## config.mk

```make
export PLATFORM = sky130hd
export DESIGN_NAME = ex_mem_stage
export DESIGN_NICKNAME = d
export VERILOG_FILES = /design/src/rtl/pipe_pkg.sv /design/src/rtl/exc_detect.sv /design/src/rtl/ex_mem_stage.sv
export SDC_FILE = /design/constraint.sdc
export NUM_CORES = 1
export LEC_CHECK = 0
export BUFFER_PORTS_ARGS = -buffer_cell sky130_fd_sc_hd__buf_2
export CORE_ASPECT_RATIO = 0.9
export CORE_UTILIZATION = 35
export CTS_BUF_LIST = sky130_fd_sc_hd__clkbuf_4 sky130_fd_sc_hd__clkbuf_8 sky130_fd_sc_hd__clkbuf_16
export CTS_CLUSTER_SIZE = 25
export DETAILED_ROUTE_END_ITERATION = 8
export GPL_TIMING_DRIVEN = 0
export HOLD_SLACK_MARGIN = 0.15
export PLACE_DENSITY = 0.67
export REMOVE_ABC_BUFFERS = 1
export SYNTH_ARGS = -nofsm -noshare
export SYNTH_HDL_FRONTEND = slang
export SYNTH_HIERARCHICAL = 1
export SYNTH_SLANG_ARGS = --single-unit
```

## constraint.sdc

```tcl
create_clock -name clk -period 2.7 [get_ports clk]
set_input_delay 0.27 -clock clk [delete_from_list [all_inputs] [get_ports clk]]
set_output_delay 0.27 -clock clk [all_outputs]
set_load 0.02 [all_outputs]
```

## src/rtl/pipe_pkg.sv

```systemverilog
// Shared pipeline definitions: ALU op codes, exception cause codes,
// ex_status bit positions, EX/MEM payload and the EX/MEM FSM state type.
package pipe_pkg;

  localparam int unsigned XLEN    = 32;
  localparam int unsigned OP_W    = 4;
  localparam int unsigned STAT_W  = 8;
  localparam int unsigned RD_W    = 5;
  localparam int unsigned CTL_W   = 3;
  localparam int unsigned CAUSE_W = 5;
  localparam int unsigned CNT_W   = 16;

  // ALU control codes that can raise an exception
  localparam logic [OP_W-1:0] ALU_DIV = 4'd4;
  localparam logic [OP_W-1:0] ALU_MUL = 4'd5;
  localparam logic [OP_W-1:0] ALU_LW  = 4'd12;
  localparam logic [OP_W-1:0] ALU_SW  = 4'd13;

  // Exception cause codes
  localparam logic [CAUSE_W-1:0] CAUSE_NONE = 5'd0;
  localparam logic [CAUSE_W-1:0] CAUSE_ADEL = 5'd4;
  localparam logic [CAUSE_W-1:0] CAUSE_ADES = 5'd5;
  localparam logic [CAUSE_W-1:0] CAUSE_OV   = 5'd12;
  localparam logic [CAUSE_W-1:0] CAUSE_DIVZ = 5'd15;

  // ex_status bit positions
  localparam int unsigned STAT_ZERO  = 7;
  localparam int unsigned STAT_MULOV = 6;
  localparam int unsigned STAT_CARRY = 5;
  localparam int unsigned STAT_NEG   = 4;
  localparam int unsigned STAT_ALIGN = 3;
  localparam int unsigned STAT_DIVZ  = 2;

  // ex_ctl bit positions: {mem_read, mem_write, reg_write}
  localparam int unsigned CTL_MEM_READ  = 2;
  localparam int unsigned CTL_MEM_WRITE = 1;
  localparam int unsigned CTL_REG_WRITE = 0;

  // EX/MEM FSM state
  typedef logic [0:0] state_t;
  localparam state_t ST_RUN  = 1'b0;
  localparam state_t ST_TRAP = 1'b1;

  // Data carried from EX into MEM
  typedef struct packed {
    logic [XLEN-1:0]  result;
    logic [XLEN-1:0]  store_data;
    logic [RD_W-1:0]  rd;
    logic [CTL_W-1:0] ctl;
  } mem_payload_t;

endpackage

```

## src/rtl/exc_detect.sv

```systemverilog
// Combinational fault classifier for the instruction in EX.
// Priority: address errors (AdEL/AdES) > divide-by-zero > multiply overflow.
module exc_detect
  import pipe_pkg::*;
(
  input  logic [OP_W-1:0]    op_i,
  input  logic [STAT_W-1:0]  status_i,
  input  logic [CTL_W-1:0]   ctl_i,
  output logic               fault_c_o,
  output logic [CAUSE_W-1:0] cause_c_o
);

  logic adel;
  logic ades;
  logic divz;
  logic ovf;
  logic unused_inputs;

  assign adel = (op_i == ALU_LW) && ctl_i[CTL_MEM_READ]  && !status_i[STAT_ALIGN];
  assign ades = (op_i == ALU_SW) && ctl_i[CTL_MEM_WRITE] && !status_i[STAT_ALIGN];
  assign divz = (op_i == ALU_DIV) && status_i[STAT_DIVZ];
  assign ovf  = (op_i == ALU_MUL) && status_i[STAT_MULOV];

  // Status/ctl bits that never contribute to a fault
  assign unused_inputs = ^{status_i[STAT_ZERO], status_i[STAT_CARRY],
                           status_i[STAT_NEG], status_i[1:0], ctl_i[CTL_REG_WRITE]};

  // Priority encode the fault sources into a single cause
  always_comb begin
    fault_c_o = 1'b0;
    cause_c_o = CAUSE_NONE;
    if (adel) begin
      fault_c_o = 1'b1;
      cause_c_o = CAUSE_ADEL;
    end else if (ades) begin
      fault_c_o = 1'b1;
      cause_c_o = CAUSE_ADES;
    end else if (divz) begin
      fault_c_o = 1'b1;
      cause_c_o = CAUSE_DIVZ;
    end else if (ovf) begin
      fault_c_o = 1'b1;
      cause_c_o = CAUSE_OV;
    end
  end

endmodule

```

## src/rtl/ex_mem_stage.sv

```systemverilog
// EX/MEM pipeline register with precise exception capture.
// RUN: captures EX each unstalled cycle (bubble when ex_valid=0); a faulting
// instruction is squashed, its PC/cause latched, flush pulsed, and the stage
// enters TRAP. TRAP: no captures until an unstalled eret returns to RUN.
// Optional build macro EXC_COUNT_EN adds a saturating 16-bit trap counter
// on output exc_count.
module ex_mem_stage
  import pipe_pkg::*;
(
  input  logic                clk,
  input  logic                rst_n,
  input  logic                stall,
  input  logic                eret,
  input  logic                ex_valid,
  input  logic [31:0]         ex_pc,
  input  logic [3:0]          ex_alu_op,
  input  logic [31:0]         ex_result,
  input  logic [7:0]          ex_status,
  input  logic [31:0]         ex_store_data,
  input  logic [4:0]          ex_rd,
  input  logic [2:0]          ex_ctl,
  output logic                mem_valid,
  output logic [31:0]         mem_result,
  output logic [31:0]         mem_store_data,
  output logic [4:0]          mem_rd,
  output logic [2:0]          mem_ctl,
  output logic                exc_req,
  output logic [4:0]          exc_cause,
  output logic [31:0]         epc,
  output logic                flush
`ifdef EXC_COUNT_EN
  ,
  output logic [15:0]         exc_count
`endif
);

  state_t             state_q,     state_d;
  mem_payload_t       payload_q,   payload_d;
  logic               mem_valid_q, mem_valid_d;
  logic               exc_req_q,   exc_req_d;
  logic [CAUSE_W-1:0] cause_q,     cause_d;
  logic [XLEN-1:0]    epc_q,       epc_d;
  logic               flush_q,     flush_d;

  logic               fault_c;
  logic [CAUSE_W-1:0] cause_c;

  exc_detect u_exc_detect (
    .op_i      (ex_alu_op),
    .status_i  (ex_status),
    .ctl_i     (ex_ctl),
    .fault_c_o (fault_c),
    .cause_c_o (cause_c)
  );

  // Next-state and output decode; stall freezes everything except the flush pulse
  always_comb begin
    state_d     = state_q;
    payload_d   = payload_q;
    mem_valid_d = mem_valid_q;
    exc_req_d   = exc_req_q;
    cause_d     = cause_q;
    epc_d       = epc_q;
    flush_d     = 1'b0;

    if (!stall) begin
      case (state_q)
        ST_RUN: begin
          if (!ex_valid) begin
            mem_valid_d   = 1'b0;
            payload_d.ctl = '0;
          end else if (fault_c) begin
            mem_valid_d   = 1'b0;
            payload_d.ctl = '0;
            exc_req_d     = 1'b1;
            cause_d       = cause_c;
            epc_d         = ex_pc;
            flush_d       = 1'b1;
            state_d       = ST_TRAP;
          end else begin
            mem_valid_d          = 1'b1;
            payload_d.result     = ex_result;
            payload_d.store_data = ex_store_data;
            payload_d.rd         = ex_rd;
            payload_d.ctl        = ex_ctl;
          end
        end
        ST_TRAP: begin
          mem_valid_d   = 1'b0;
          payload_d.ctl = '0;
          if (eret) begin
            exc_req_d = 1'b0;
            state_d   = ST_RUN;
          end
        end
        default: state_d = ST_RUN;
      endcase
    end
  end

  // State and output registers
  always_ff @(posedge clk or negedge rst_n) begin
    if (!rst_n) begin
      state_q     <= ST_RUN;
      payload_q   <= '0;
      mem_valid_q <= 1'b0;
      exc_req_q   <= 1'b0;
      cause_q     <= CAUSE_NONE;
      epc_q       <= '0;
      flush_q     <= 1'b0;
    end else begin
      state_q     <= state_d;
      payload_q   <= payload_d;
      mem_valid_q <= mem_valid_d;
      exc_req_q   <= exc_req_d;
      cause_q     <= cause_d;
      epc_q       <= epc_d;
      flush_q     <= flush_d;
    end
  end

  assign mem_valid      = mem_valid_q;
  assign mem_result     = payload_q.result;
  assign mem_store_data = payload_q.store_data;
  assign mem_rd         = payload_q.rd;
  assign mem_ctl        = payload_q.ctl;
  assign exc_req        = exc_req_q;
  assign exc_cause      = cause_q;
  assign epc            = epc_q;
  assign flush          = flush_q;

`ifdef EXC_COUNT_EN
  logic             trap_enter_c;
  logic [CNT_W-1:0] cnt_q, cnt_d;

  assign trap_enter_c = !stall && (state_q == ST_RUN) && ex_valid && fault_c;

  // Saturating trap counter
  always_comb begin
    cnt_d = cnt_q;
    if (trap_enter_c && (cnt_q != {CNT_W{1'b1}})) begin
      cnt_d = cnt_q + CNT_W'(1);
    end
  end

  // Counter register
  always_ff @(posedge clk or negedge rst_n) begin
    if (!rst_n) begin
      cnt_q <= '0;
    end else begin
      cnt_q <= cnt_d;
    end
  end

  assign exc_count = cnt_q;
`endif

endmodule

```

Word-level counts from Yosys, hierarchy flattened
Cells that the tools add are included.
{"block": "totals", "register_bits": 113, "out_inout_bits": 112, "input_bits": 121, "elab_cells": 54}
{"block": "op_classes", "eq_ne": 7, "n_bitwise": 3, "n_reduce_logical": 10, "mux": 24}
{"operator": "two-way mux 5 bit", "n": 3}
{"operator": "two-way mux 1 bit", "n": 14}
{"operator": "AND reduction 4 bit", "n": 3}
{"operator": "equality test 4 x 3 -> 1 bit (second input constant)", "n": 2}
{"operator": "equality test 4 bit (second input constant)", "n": 2}
{"operator": "logical AND 1 bit", "n": 6}
{"operator": "two-way mux 3 bit", "n": 2}
{"operator": "!= test 2 bit (second input constant)", "n": 3}
{"operator": "case mux 1 bit (2 select lines)", "n": 3}
{"operator": "case mux 3 bit (2 select lines)", "n": 1}
{"operator": "two-way mux 4 bit", "n": 1}
{"operator": "NOT 1 bit", "n": 3}
{"operator": "logical NOT 1 bit", "n": 1}

Logic depth before layout (Yosys ltp)
Gate-level depths: netlist (run 1).
{"block": "depth", "depth_word": 10, "depth_mapped": 5, "ltp_nobuf": 4}

Cells and area by module
Netlist (run 1), hierarchy kept.
{"mod": "ex_mem_stage", "n_inst": 1, "seq_area_each_um2": 2827.7, "cells_per_inst": 245, "area_per_inst_um2": 4523.1}
{"mod": "exc_detect", "n_inst": 1, "seq_area_each_um2": 0.0, "cells_per_inst": 13, "area_per_inst_um2": 100.1}

Worst setup path before layout (run 1)
Ideal clock, no wire load.
{"block": "synth_timing", "path_type": "input-to-reg", "startpoint": "input port ex_alu_op[1]", "endpoint": "register epc_q[0] (netlist: epc[0])", "arrival_ps": 1863, "slack_ps": 709, "path_stages": 5, "required_time_ps": 2572, "path_buffers": 1, "setup_ps": 128, "cell_sequence": "nand2b_1 > o32ai_1 > and4bb_4 > buf_2 > mux2_1"}
{"block": "synth_via", "elab_chain_cells": 7, "elab_cells_between_ends": 15, "cone_classes": "4 x eq/ne; 4 x mux; 7 x reduce/logical"}
{"element": "from (decl)", "line_no": "ex_mem_stage.sv:16", "rtl": "input logic [3:0] ex_alu_op,"}
{"element": "equality test 4 x 3 -> 1 bit", "line_no": "exc_detect.sv:22", "rtl": "assign ovf = (op_i == ALU_MUL) && status_i[STAT_MULOV];"}
{"element": "logical AND 1 bit", "line_no": "exc_detect.sv:22"}
{"element": "two-way mux 1 bit", "line_no": "exc_detect.sv:41", "rtl": "end else if (ovf) begin"}
{"element": "two-way mux 1 bit", "line_no": "exc_detect.sv:38", "rtl": "end else if (divz) begin"}
{"element": "two-way mux 1 bit", "line_no": "exc_detect.sv:35", "rtl": "end else if (ades) begin"}
{"element": "two-way mux 1 bit *", "line_no": "exc_detect.sv:32", "rtl": "if (adel) begin"}
{"element": "net fault_c", "line_no": "ex_mem_stage.sv:45", "rtl": "logic fault_c;"}
{"element": "AND reduction 4 bit (no source line) *"}
{"element": "to (signal assigned)", "line_no": "ex_mem_stage.sv:117", "rtl": "epc_q <= epc_d;"}
{"element": "to (decl)", "line_no": "ex_mem_stage.sv:42", "rtl": "logic [XLEN-1:0] epc_q, epc_d;"}
The timed path passes the listed nets; every way through them passes the cells marked *.
A chain may end at the register's enable or synchronous reset.

Worst setup path after layout (run 1)
{"block": "layout_timing", "startpoint": "input port ex_alu_op[0]", "endpoint": "register payload_q (netlist bit mem_store_data[1])"}
{"block": "layout_via", "elab_chain_cells": 8, "elab_cells_between_ends": 16, "cone_classes": "4 x eq/ne; 4 x mux; 1 x bitwise; 7 x reduce/logical"}
{"element": "equality test 4 x 3 -> 1 bit", "line_no": "exc_detect.sv:22"}
{"element": "logical AND 1 bit", "line_no": "exc_detect.sv:22"}
{"element": "two-way mux 1 bit", "line_no": "exc_detect.sv:41"}
{"element": "two-way mux 1 bit", "line_no": "exc_detect.sv:38"}
{"element": "two-way mux 1 bit", "line_no": "exc_detect.sv:35"}
{"element": "two-way mux 1 bit *", "line_no": "exc_detect.sv:32"}
{"element": "net fault_c", "line_no": "ex_mem_stage.sv:45"}
{"element": "NOT 1 bit (no source line) *"}
{"element": "AND reduction 4 bit (no source line) *"}
{"element": "to (signal assigned)", "line_no": "ex_mem_stage.sv:113", "rtl": "payload_q <= payload_d;"}
{"element": "to (decl)", "line_no": "ex_mem_stage.sv:38", "rtl": "mem_payload_t payload_q, payload_d;"}
Marked as above.

==> results of run 1 <==
## area by class of cell
class,instances,area [um2],area share [%]
Sequential cell,113,2828,37.12
Timing Repair Buffer,337,2270,29.79
Multi-Input combinational cell,131,1670,21.92
Clock buffer,20,460.4,6.044
Tap cell,164,205.2,2.693
Clock inverter,11,185.2,2.431
## kinds of logic (layout without fill, tap and decap cells)
logic type / count (synthesis) / in the layout
DFF: 113 / 113
and+or+nand+nor: 14 / 14
muxes: 108 / 108
AOI/OAI and AO/OA: 8 / 8
buffers and inverters: 14 / 368
other: 1 / 1
## worst max path at each step
| stage | from | to | slack [ns] | cells after the start |
|---|---|---|---|---|
| detailed placement | ex_alu_op[0] | mem_store_data[12]$_DFFE_PN0P_ | -0.61 | 10 |
| global route | ex_alu_op[0] | mem_store_data[12]$_DFFE_PN0P_ | 0.28 | 10 |
| CTS | ex_alu_op[0] | mem_store_data[12]$_DFFE_PN0P_ | 0.40 | 10 |
| floorplan | ex_alu_op[0] | mem_rd[0]$_DFFE_PN0P_ | -2.06 | 4 |
| global placement | ex_alu_op[0] | mem_result[9]$_DFFE_PN0P_ | -3.17 | 5 |
| finish | ex_alu_op[0] | mem_store_data[1]$_DFFE_PN0P_ | 0.42 | 10 |
## cells in the mapped netlist, drive strengths merged
library cell and count:
dfrtp 113, a22o 3, conb 1, and4bb 1
mux2 106, nor4b 1, o32ai 1, nor3 1
nor3b 1, nor2 1, nand4bb 1, nand4b 1
buf 14, mux2i 2, a211o 1, and2b 1
or3b 1, a21o 2, nor2b 3, nand2b 2
a21oi 1
## metal layers
metal | wire [um] | track usage, % | share of wire, % | vias to the layer above
li1 | - | - | - | 1605
met2 | 6092 | 31.81 | 50 | 156
met1 | 4794 | 20.61 | 40 | 1642
met4 | 205 | 7.711 | 1.7 | 0
met3 | 1018 | 7.510 | 8.4 | 15
met5 | 0 | 0 | 0 | -
## repair_timing
action,in CTS,in global routing
endpoints found under the setup margin,11,0
hold endpoints to repair,155,0
hold buffers,102,0
setup buffers,1,0
## layout by cell type (no fill, tap or decap), types with 2 or more instances in the layout
| cell type | synthesis | routed |
|---|---|---|
| clkinv_2 | 0 | 4 |
| a22o_1 | 3 | 3 |
| mux2_4 | 69 | 69 |
| buf_6 | 8 | 4 |
| buf_2 | 4 | 226 |
| nor2b_1 | 3 | 3 |
| clkbuf_8 | 0 | 2 |
| bufinv_16 | 0 | 5 |
| buf_4 | 2 | 2 |
| dlygate4sd3_1 | 0 | 102 |
| nand2b_1 | 2 | 2 |
| buf_8 | 0 | 2 |
| clkinvlp_4 | 0 | 2 |
| mux2_1 | 37 | 37 |
| clkbuf_16 | 0 | 17 |
| mux2i_1 | 2 | 2 |
| dfrtp_1 | 113 | 113 |
## power by group through the flow
stage               registers, uW  clock network [uW]  logic (uW)
global route                 2290                2570        1720
detailed placement           2250                   0        1510
CTS                          2240                2480        1620
finish                       2250                2430        1620
floorplan                    2690                   0         482
global placement             2240                   0        1490
## sequential cells by signal, indices dropped and copies added (netlist names)
signal          count
epc                32
mem_result         32
mem_store_data     32
exc_cause           5
mem_rd              5
mem_ctl             3
exc_req             1
flush               1
mem_valid           1
state_q             1
## through the flow
stage,power (uW),instances,hold WS (ns),TNS [ns],worst slack (ns)
after global routing,6587,776,0.1996,0,0.2766
final,6294,776,0.1982,0,0.4155
after floorplan,3174,244,-0.02559,-143.84,-2.061
after CTS,6341,776,0.1754,0,0.4046
after detailed placement,3758,642,0.3664,-13.03,-0.6144
after global placement,3730,635,0.4618,-219.89,-3.166
## critical path, cell delays in order
cell,delay [ns]
buf_2,0.13
mux2i_1,0.25
o32ai_1,0.20
nor4b_4,0.38
buf_6,0.24
buf_8,0.17
buf_6,0.20
buf_8,0.18
buf_6,0.20
mux2_4,0.32
==> flow_summary.json, run 1 <==
{
  "cap_viol_max_count": 0,
  "rsz0062_at_grt": "false",
  "fin_area_um2": 7619,
  "final_nets": 721,
  "avgRoutedWirePerCell_um": 15.61,
  "leakagePower_uw": 0.003863,
  "required_ns": 2.99,
  "syn_inst": 258,
  "syn_area_per_cell_um2": 17.92,
  "fin_util_pct": 59.59,
  "synth_cell_types": 25,
  "place_area_um2": 5944,
  "netlist_area_um2": 4623,
  "clkPwrFrac_pct": 38.5,
  "cp_max_fo": 12,
  "internal_power_uw": 4513,
  "gp_congestion": 0.7533,
  "p_switching_uw": 1782,
  "p_seq_share_pct": 35.7,
  "timing_hold_violations_final": 0,
  "num_vias": 3418,
  "status": "finished clean",
  "holdCritStartpoint": "eret",
  "ios": 233,
  "p_comb_share_pct": 25.8,
  "holdPathEnd": "state_q$_DFFE_PN0N_",
  "setup_viol": 0,
  "synthXorXnorAreaFrac_pct": 0,
  "slew_headroom_pct": 50.09,
  "clock-sinks": 113,
  "synth_top_family_by_area": "multiplexers",
  "synthSimpleGateAreaFrac_pct": 2.706,
  "row_count": 39,
  "diodes": 0,
  "cts_max_level": 4,
  "fin_crit_sh_pct": 84.61,
  "p_per_area_nw_per_um2": 826.2,
  "clockBufferDepth": 2,
  "track_usage_pct": 18.78,
  "cp.arrival_ns": 2.57,
  "min_period_ns": 2.284,
  "drive_above_1_share_pct": 55.56,
  "drc": 0,
  "place_hpwl_um": 7494,
  "yosysTopAreaCellShare_pct": 61.16,
  "grt_pass1_vias": 3741,
  "clock_skew_ns": 0.006883,
  "r2r_setup_slack_ns": 0.48,
  "initial_core_util_pct": 36.16,
  "grt_overflow": 0,
  "cts_made_buffers": 17,
  "cts_resized": 0,
  "grt_pass1_wl_um": 18980,
  "clock_latency_ns": 0.41,
  "port_buffers": 227,
  "firstDrtPassIters": 4,
  "core_area_um2": 12780,
  "cts_tree": "yes",
  "drt_iter0_markers": 90,
  "cp-end-kind": "register",
  "antenna_found_initial": 0,
  "synth_area_leader_cell": "dfrtp_1",
  "vias_per_cell": 4.405,
  "vdd_drop_max_v": 0.0004274,
  "netSwitchingFraction_pct": 28.31,
  "clk_pin_slew_ns": 0.05,
  "drt_wl_total_um": 12110,
  "yosys-top-cells-area": "dfrtp_1, mux2_4, mux2_1, buf_6, a22o_1",
  "clock_tree.root_cell": "clkbuf_16",
  "synth.area.mux_share_pct": 31.85,
  "grt_max_degree": 60,
  "synth_fa_ha_area_share_pct": 0,
  "ff2ff_path_depth": 7,
  "r2r-start": "state_q$_DFFE_PN0N_",
  "ys_ff_latch": 113,
  "ant_nets": 0,
  "worst_pin_slew_ns": 0.7464,
  "yosysSeqAreaShare_pct": 61.16,
  "syn2layout_area_growth_pct": 64.79,
  "die-area_um2": 13670,
  "timing.rr.end": "mem_store_data[1]$_DFFE_PN0P_",
  "fmax_mhz": 437.7,
  "ys_warn_count": 6,
  "die_width_um": 123.1,
  "synth_compound_gate_area_share_pct": 1.488,
  "hp-class": "primary input to register",
  "n_fill_cell": 963,
  "final_max_slew_viol_count": 0,
  "holdPathStages": 3,
  "startpoint_type": "primary input",
  "die_h_um": 111.0,
  "crit_type": "primary input to register"
}
Power figures use the tool's default switching activity.
==> run 2: changes to the inputs <==
==> constraint.sdc (replaced) <==
create_clock -name clk -period 2.35 [get_ports clk]
set_input_delay 0.235 -clock clk [delete_from_list [all_inputs] [get_ports clk]]
set_output_delay 0.235 -clock clk [all_outputs]
set_load 0.02 [all_outputs]
==> run 2 against run 1 <==
Sequential power increased by 15%; final cell count increased by 0.39%; largest power group unchanged; combinational power up 15%; sequential cell count unchanged; utilization grew 0.20 points; hold slack barely moved; sequential share of layout area down 0.12 points.
==> flow_summary.json, run 2 (same netlist as run 1, synthesis figures left out) <==
{
  "status": "finished clean",
  "fin_crit_sh_pct": 92.08,
  "ios": 233,
  "max_stage_delay_ns": 0.68,
  "required_ns": 2.64,
  "timing_hold_violations_final": 0,
  "cp-end-kind": "register",
  "clk_pin_slew_ns": 0.05,
  "num_vias": 3430,
  "n_fill_cell": 960,
  "core_area_um2": 12780,
  "holdWs_ns": 0.1983,
  "worst_pin_slew_ns": 0.7416,
  "mostFrequentLayoutCells": "buf_2, dfrtp_1, dlygate4sd3_1",
  "clock_latency_ns": 0.41,
  "avgRoutedWirePerCell_um": 15.60,
  "grt_pass1_vias": 3754,
  "cp.arrival_ns": 2.45,
  "cts_tree": "yes",
  "firstDrtPassIters": 4,
  "final_cells": 779,
  "p_per_area_nw_per_um2": 946.5,
  "dp_cells": 642,
  "clockBufferDepth": 2,
  "die_h_um": 111.0,
  "fmax_mhz": 462.1,
  "min_period_ns": 2.164,
  "vdd_drop_max_v": 0.0004901,
  "place_hpwl_um": 7494,
  "diodes": 0,
  "cp_cell_sequence": "buf_2 -> nand2b_1 -> o32ai_1 -> nor4b_4 -> buf_6 -> buf_8 -> buf_6 -> buf_8 -> buf_6 -> mux2_4",
  "ant_nets": 0,
  "final_nets": 724,
  "cts_max_level": 4,
  "die-area_um2": 13670,
  "grt_max_degree": 60,
  "layout_commonest_cell": "buf_2",
  "clock_tree.root_cell": "clkbuf_16",
  "antenna_found_initial": 0,
  "rsz0062_at_grt": "false",
  "drt_iter0_markers": 92,
  "port_buffers": 227,
  "row_count": 39,
  "crit_type": "primary input to register",
  "grt_overflow": 0,
  "clock-sinks": 113,
  "cp_max_fo": 11,
  "track_usage_pct": 18.79,
  "crit_slowest_cell": "o32ai_1",
  "setup_viol": 0,
  "syn2layout_area_growth_pct": 65.33,
  "initial_core_util_pct": 36.16,
  "tns_ns": 0,
  "drt_wl_total_um": 12160,
  "hp-class": "primary input to register",
  "leakagePower_uw": 0.003877,
  "crit_top_cell": "buf_6",
  "vias_per_cell": 4.403,
  "gp_congestion": 0.7533,
  "drive_above_1_share_pct": 55.61,
  "grt_pass1_wl_um": 19000,
  "clock_skew_ns": 0.006202,
  "cts_made_buffers": 17,
  "drc": 0,
  "startpoint_type": "primary input",
  "final_max_slew_viol_count": 0,
  "die_width_um": 123.1,
  "cap_viol_max_count": 0,
  "slew_headroom_pct": 50.41
}
[run 2: cell types whose count changed in the layout (fill, tap and decap cells not counted), sizes merged]
cell | previous run | this run
buf | 235 | 237
dlygate4sd3 | 102 | 103
[run 2: metrics by stage]
stage	util (%)	total power, uW	cell area, um2	setup slack [ns]
2_1_floorplan	-	3646	4498	-2.376
3_3_place_gp	45.67	4285	5839	-3.481
3_5_place_dp	46.50	4317	5944	-0.9294
4_1_cts	59.67	7287	7629	0.08959
5_1_grt	59.79	7573	7644	0.08317
6_report	59.79	7235	7644	0.1862
[run 2: where the power goes]
part	switching, uW	internal (uW)
registers	225	2360
logic	968	901
clock network	854	1930
[run 2: layout make-up]
class	instances	area, um2	area share [%]
Sequential cell	113	2828	36.99
Timing Repair Buffer	340	2295	30.02
Tap cell	164	205.2	2.685
Clock inverter	11	185.2	2.423
Multi-Input combinational cell	131	1670	21.85
Clock buffer	20	460.4	6.024
[run 2: repair_timing]
action | 4_1_cts | 5_1_grt
gates resized for setup | 0 | 0
pin swaps | 1 | 1
endpoints found under the hold margin | 156 | 0
setup endpoints to repair | 30 | 11
hold buffers | 103 | 0
setup buffers | 1 | 2
cloned | 0 | 0
[run 2: per-layer routing]
metal	part of all wire, %	GRT usage [%]	up-vias
met3	8.3	7.510	14
met1	40	20.64	1645
met5	0	0	-
li1	-	-	1612
met2	50	31.81	159
met4	1.7	7.711	0
[run 2: worst paths after layout]
path	from	slack, ns	to	cells after the start
setup / recovery	ex_alu_op[1]	0.19	mem_store_data[1]$_DFFE_PN0P_	10
hold / removal	stall	0.20	mem_valid$_DFFE_PN0N_	2
min in group asynchronous	rst_n	0.45	epc[5]$_DFFE_PN0P_	2
hold reg to reg	exc_cause[0]$_DFFE_PN0P_	0.48	exc_cause[0]$_DFFE_PN0P_	1
setup reg to reg	state_q$_DFFE_PN0N_	0.19	mem_store_data[1]$_DFFE_PN0P_	7
max in group asynchronous	rst_n	1.17	mem_store_data[23]$_DFFE_PN0P_	3
[run 2: critical path: cells and delay by family]
kind / cells / cell delay, ns
simple gates: 2 / 0.30
mux: 1 / 0.31
compound gates: 1 / 0.68
buf+inv: 6 / 0.90
==> run 3: changes to the inputs <==
--- a/config.mk
+++ b/config.mk
@@ -5,13 +5,13 @@
 export SDC_FILE = /design/constraint.sdc
 export NUM_CORES = 1
 export LEC_CHECK = 0
+export ABC_CLOCK_PERIOD_IN_PS = 2350
 export BUFFER_PORTS_ARGS = -buffer_cell sky130_fd_sc_hd__buf_2
 export CORE_ASPECT_RATIO = 0.9
 export CORE_UTILIZATION = 35
 export CTS_BUF_LIST = sky130_fd_sc_hd__clkbuf_4 sky130_fd_sc_hd__clkbuf_8 sky130_fd_sc_hd__clkbuf_16
 export CTS_CLUSTER_SIZE = 25
 export DETAILED_ROUTE_END_ITERATION = 8
-export GPL_TIMING_DRIVEN = 0
 export HOLD_SLACK_MARGIN = 0.15
 export PLACE_DENSITY = 0.67
 export REMOVE_ABC_BUFFERS = 1
==> run 3 against run 2 <==
Sequential cell count stayed put; clock power is 7.2% higher; cell area is 0.95% higher; clock skew is 0.0018 ns higher; via count is 1.9% higher; largest cell class unchanged; largest power group unchanged.
==> flow_summary.json, run 3 (same netlist as run 1, synthesis figures left out) <==
{
  "required_ns": 2.64,
  "grtUsageMet2_pct": 32.89,
  "cap_viol_max_count": 0,
  "final_nets": 725,
  "final_max_slew_viol_count": 0,
  "place_hpwl_um": 7561,
  "diodes": 0,
  "crit_type": "primary input to register",
  "p_comb_share_pct": 25.1,
  "cp-end-kind": "register",
  "initial_core_util_pct": 36.16,
  "grt_pass1_wl_um": 19520,
  "die-area_um2": 13670,
  "slew_headroom_pct": 53.97,
  "port_buffers": 227,
  "holdCritStartpoint": "stall",
  "firstDrtPassIters": 4,
  "clockBufferDepth": 2,
  "num_vias": 3495,
  "syn2layout_area_growth_pct": 66.90,
  "worst_pin_slew_ns": 0.6905,
  "timing_hold_violations_final": 0,
  "row_count": 39,
  "clock-sinks": 113,
  "busiest_layer": "met2",
  "grt_overflow": 0,
  "holdPathEnd": "mem_valid$_DFFE_PN0N_",
  "cp_max_fo": 26,
  "r2r_setup_slack_ns": 0.60,
  "gp_congestion": 0.7567,
  "die_h_um": 111.0,
  "core_area_um2": 12780,
  "fmax_mhz": 572.4,
  "drt_wl_total_um": 12580,
  "clock_skew_ns": 0.008048,
  "timing.rr.end": "mem_store_data[15]$_DFFE_PN0P_",
  "leakagePower_uw": 0.003905,
  "setup_viol": 0,
  "vias_per_cell": 4.475,
  "track_usage_pct": 19.41,
  "antenna_found_initial": 0,
  "p_per_area_nw_per_um2": 963.5,
  "clk_pin_slew_ns": 0.05,
  "clock_latency_ns": 0.41,
  "internal_power_uw": 5378,
  "status": "finished clean",
  "grt_use_met3_pct": 7.562,
  "ios": 233,
  "cp.arrival_ns": 2.04,
  "place_area_um2": 5979,
  "drc": 0,
  "p_switching_uw": 2056,
  "cts_tree": "yes",
  "drt_iter0_markers": 116,
  "gr-usage-met1_pct": 21.70,
  "ant_nets": 0,
  "p_seq_share_pct": 34.7,
  "ff2ff_path_depth": 4,
  "grt_max_degree": 53,
  "drive_above_1_share_pct": 55.59,
  "mostFrequentLayoutCells": "buf_2, dfrtp_1, dlygate4sd3_1",
  "clkPwrFrac_pct": 40.2,
  "holdPathStages": 2,
  "clock_tree.root_cell": "clkbuf_16",
  "holdWs_ns": 0.1904,
  "rsz0062_at_grt": "false",
  "startpoint_type": "primary input",
  "vdd_drop_max_v": 0.0005989,
  "layout_commonest_cell": "buf_2",
  "fin_crit_sh_pct": 74.34,
  "r2r-start": "state_q$_DFFE_PN0N_",
  "min_period_ns": 1.747,
  "die_width_um": 123.1,
  "grt_pass1_vias": 3790,
  "netSwitchingFraction_pct": 27.66,
  "avgRoutedWirePerCell_um": 16.10,
  "hp-class": "primary input to register",
  "fin_area_um2": 7716,
  "cts_max_level": 4,
  "cts_made_buffers": 17
}
run 3: timing repair:
action	4_1_cts	5_1_grt
gates resized for setup	0	0
setup buffers	0	0
hold endpoints to repair	154	0
hold buffers	104	0
run 3: final cells by class:
cell class,instances,area [um2]
Multi-Input combinational cell,131,1670
Timing Repair Buffer,341,2317
Sequential cell,113,2828
Clock buffer,23,495.5
Tap cell,164,205.2
Fill cell,933,5069
Clock inverter,9,200.2
run 3: worst max-delay path by stage:
stage	to	depth (start not counted)	startpoint
finish	mem_store_data[15]$_DFFE_PN0P_	8	ex_alu_op[0]
global route	epc[26]$_DFFE_PN0P_	7	ex_alu_op[1]
global placement	epc[31]$_DFFE_PN0P_	7	ex_alu_op[1]
CTS	mem_rd[2]$_DFFE_PN0P_	4	state_q$_DFFE_PN0N_
detailed placement	mem_result[26]$_DFFE_PN0P_	8	ex_alu_op[0]
floorplan	mem_rd[0]$_DFFE_PN0P_	4	ex_alu_op[0]
run 3: layer usage:
metal | wire length (um) | vias up
met5 | 0 | -
met4 | 165 | 0
met3 | 1022 | 14
li1 | - | 1612
met2 | 6404 | 164
met1 | 4983 | 1705
run 3: critical path, cell delays in order:
cell and delay (ns):
buf_2 0.13, mux2i_1 0.27, o32ai_1 0.11, buf_4 0.16
nor4b_4 0.34, buf_12 0.21, buf_12 0.23, mux2_4 0.33
run 3: power by group through the flow:
stage / combinational [uW] / clock [uW] / sequential [uW]
after floorplan: 554 / 0 / 3090
after global placement: 1700 / 0 / 2580
after detailed placement: 1730 / 0 / 2580
after CTS: 1860 / 3050 / 2570
after global routing: 1980 / 3160 / 2630
final: 1870 / 2990 / 2580
run 3: per-stage QoR:
step	instances	utilization (%)	total power [uW]	setup TNS, ns	setup slack (ns)
final	781	60.35	7435	0	0.6029
after global routing	781	60.35	7773	0	0.5693
after CTS	781	60.35	7491	0	0.6076
after detailed placement	645	46.77	4317	0	0.2171
after global placement	645	46.77	4280	0	0.1942
after floorplan	244	-	3646	-165.89	-2.376
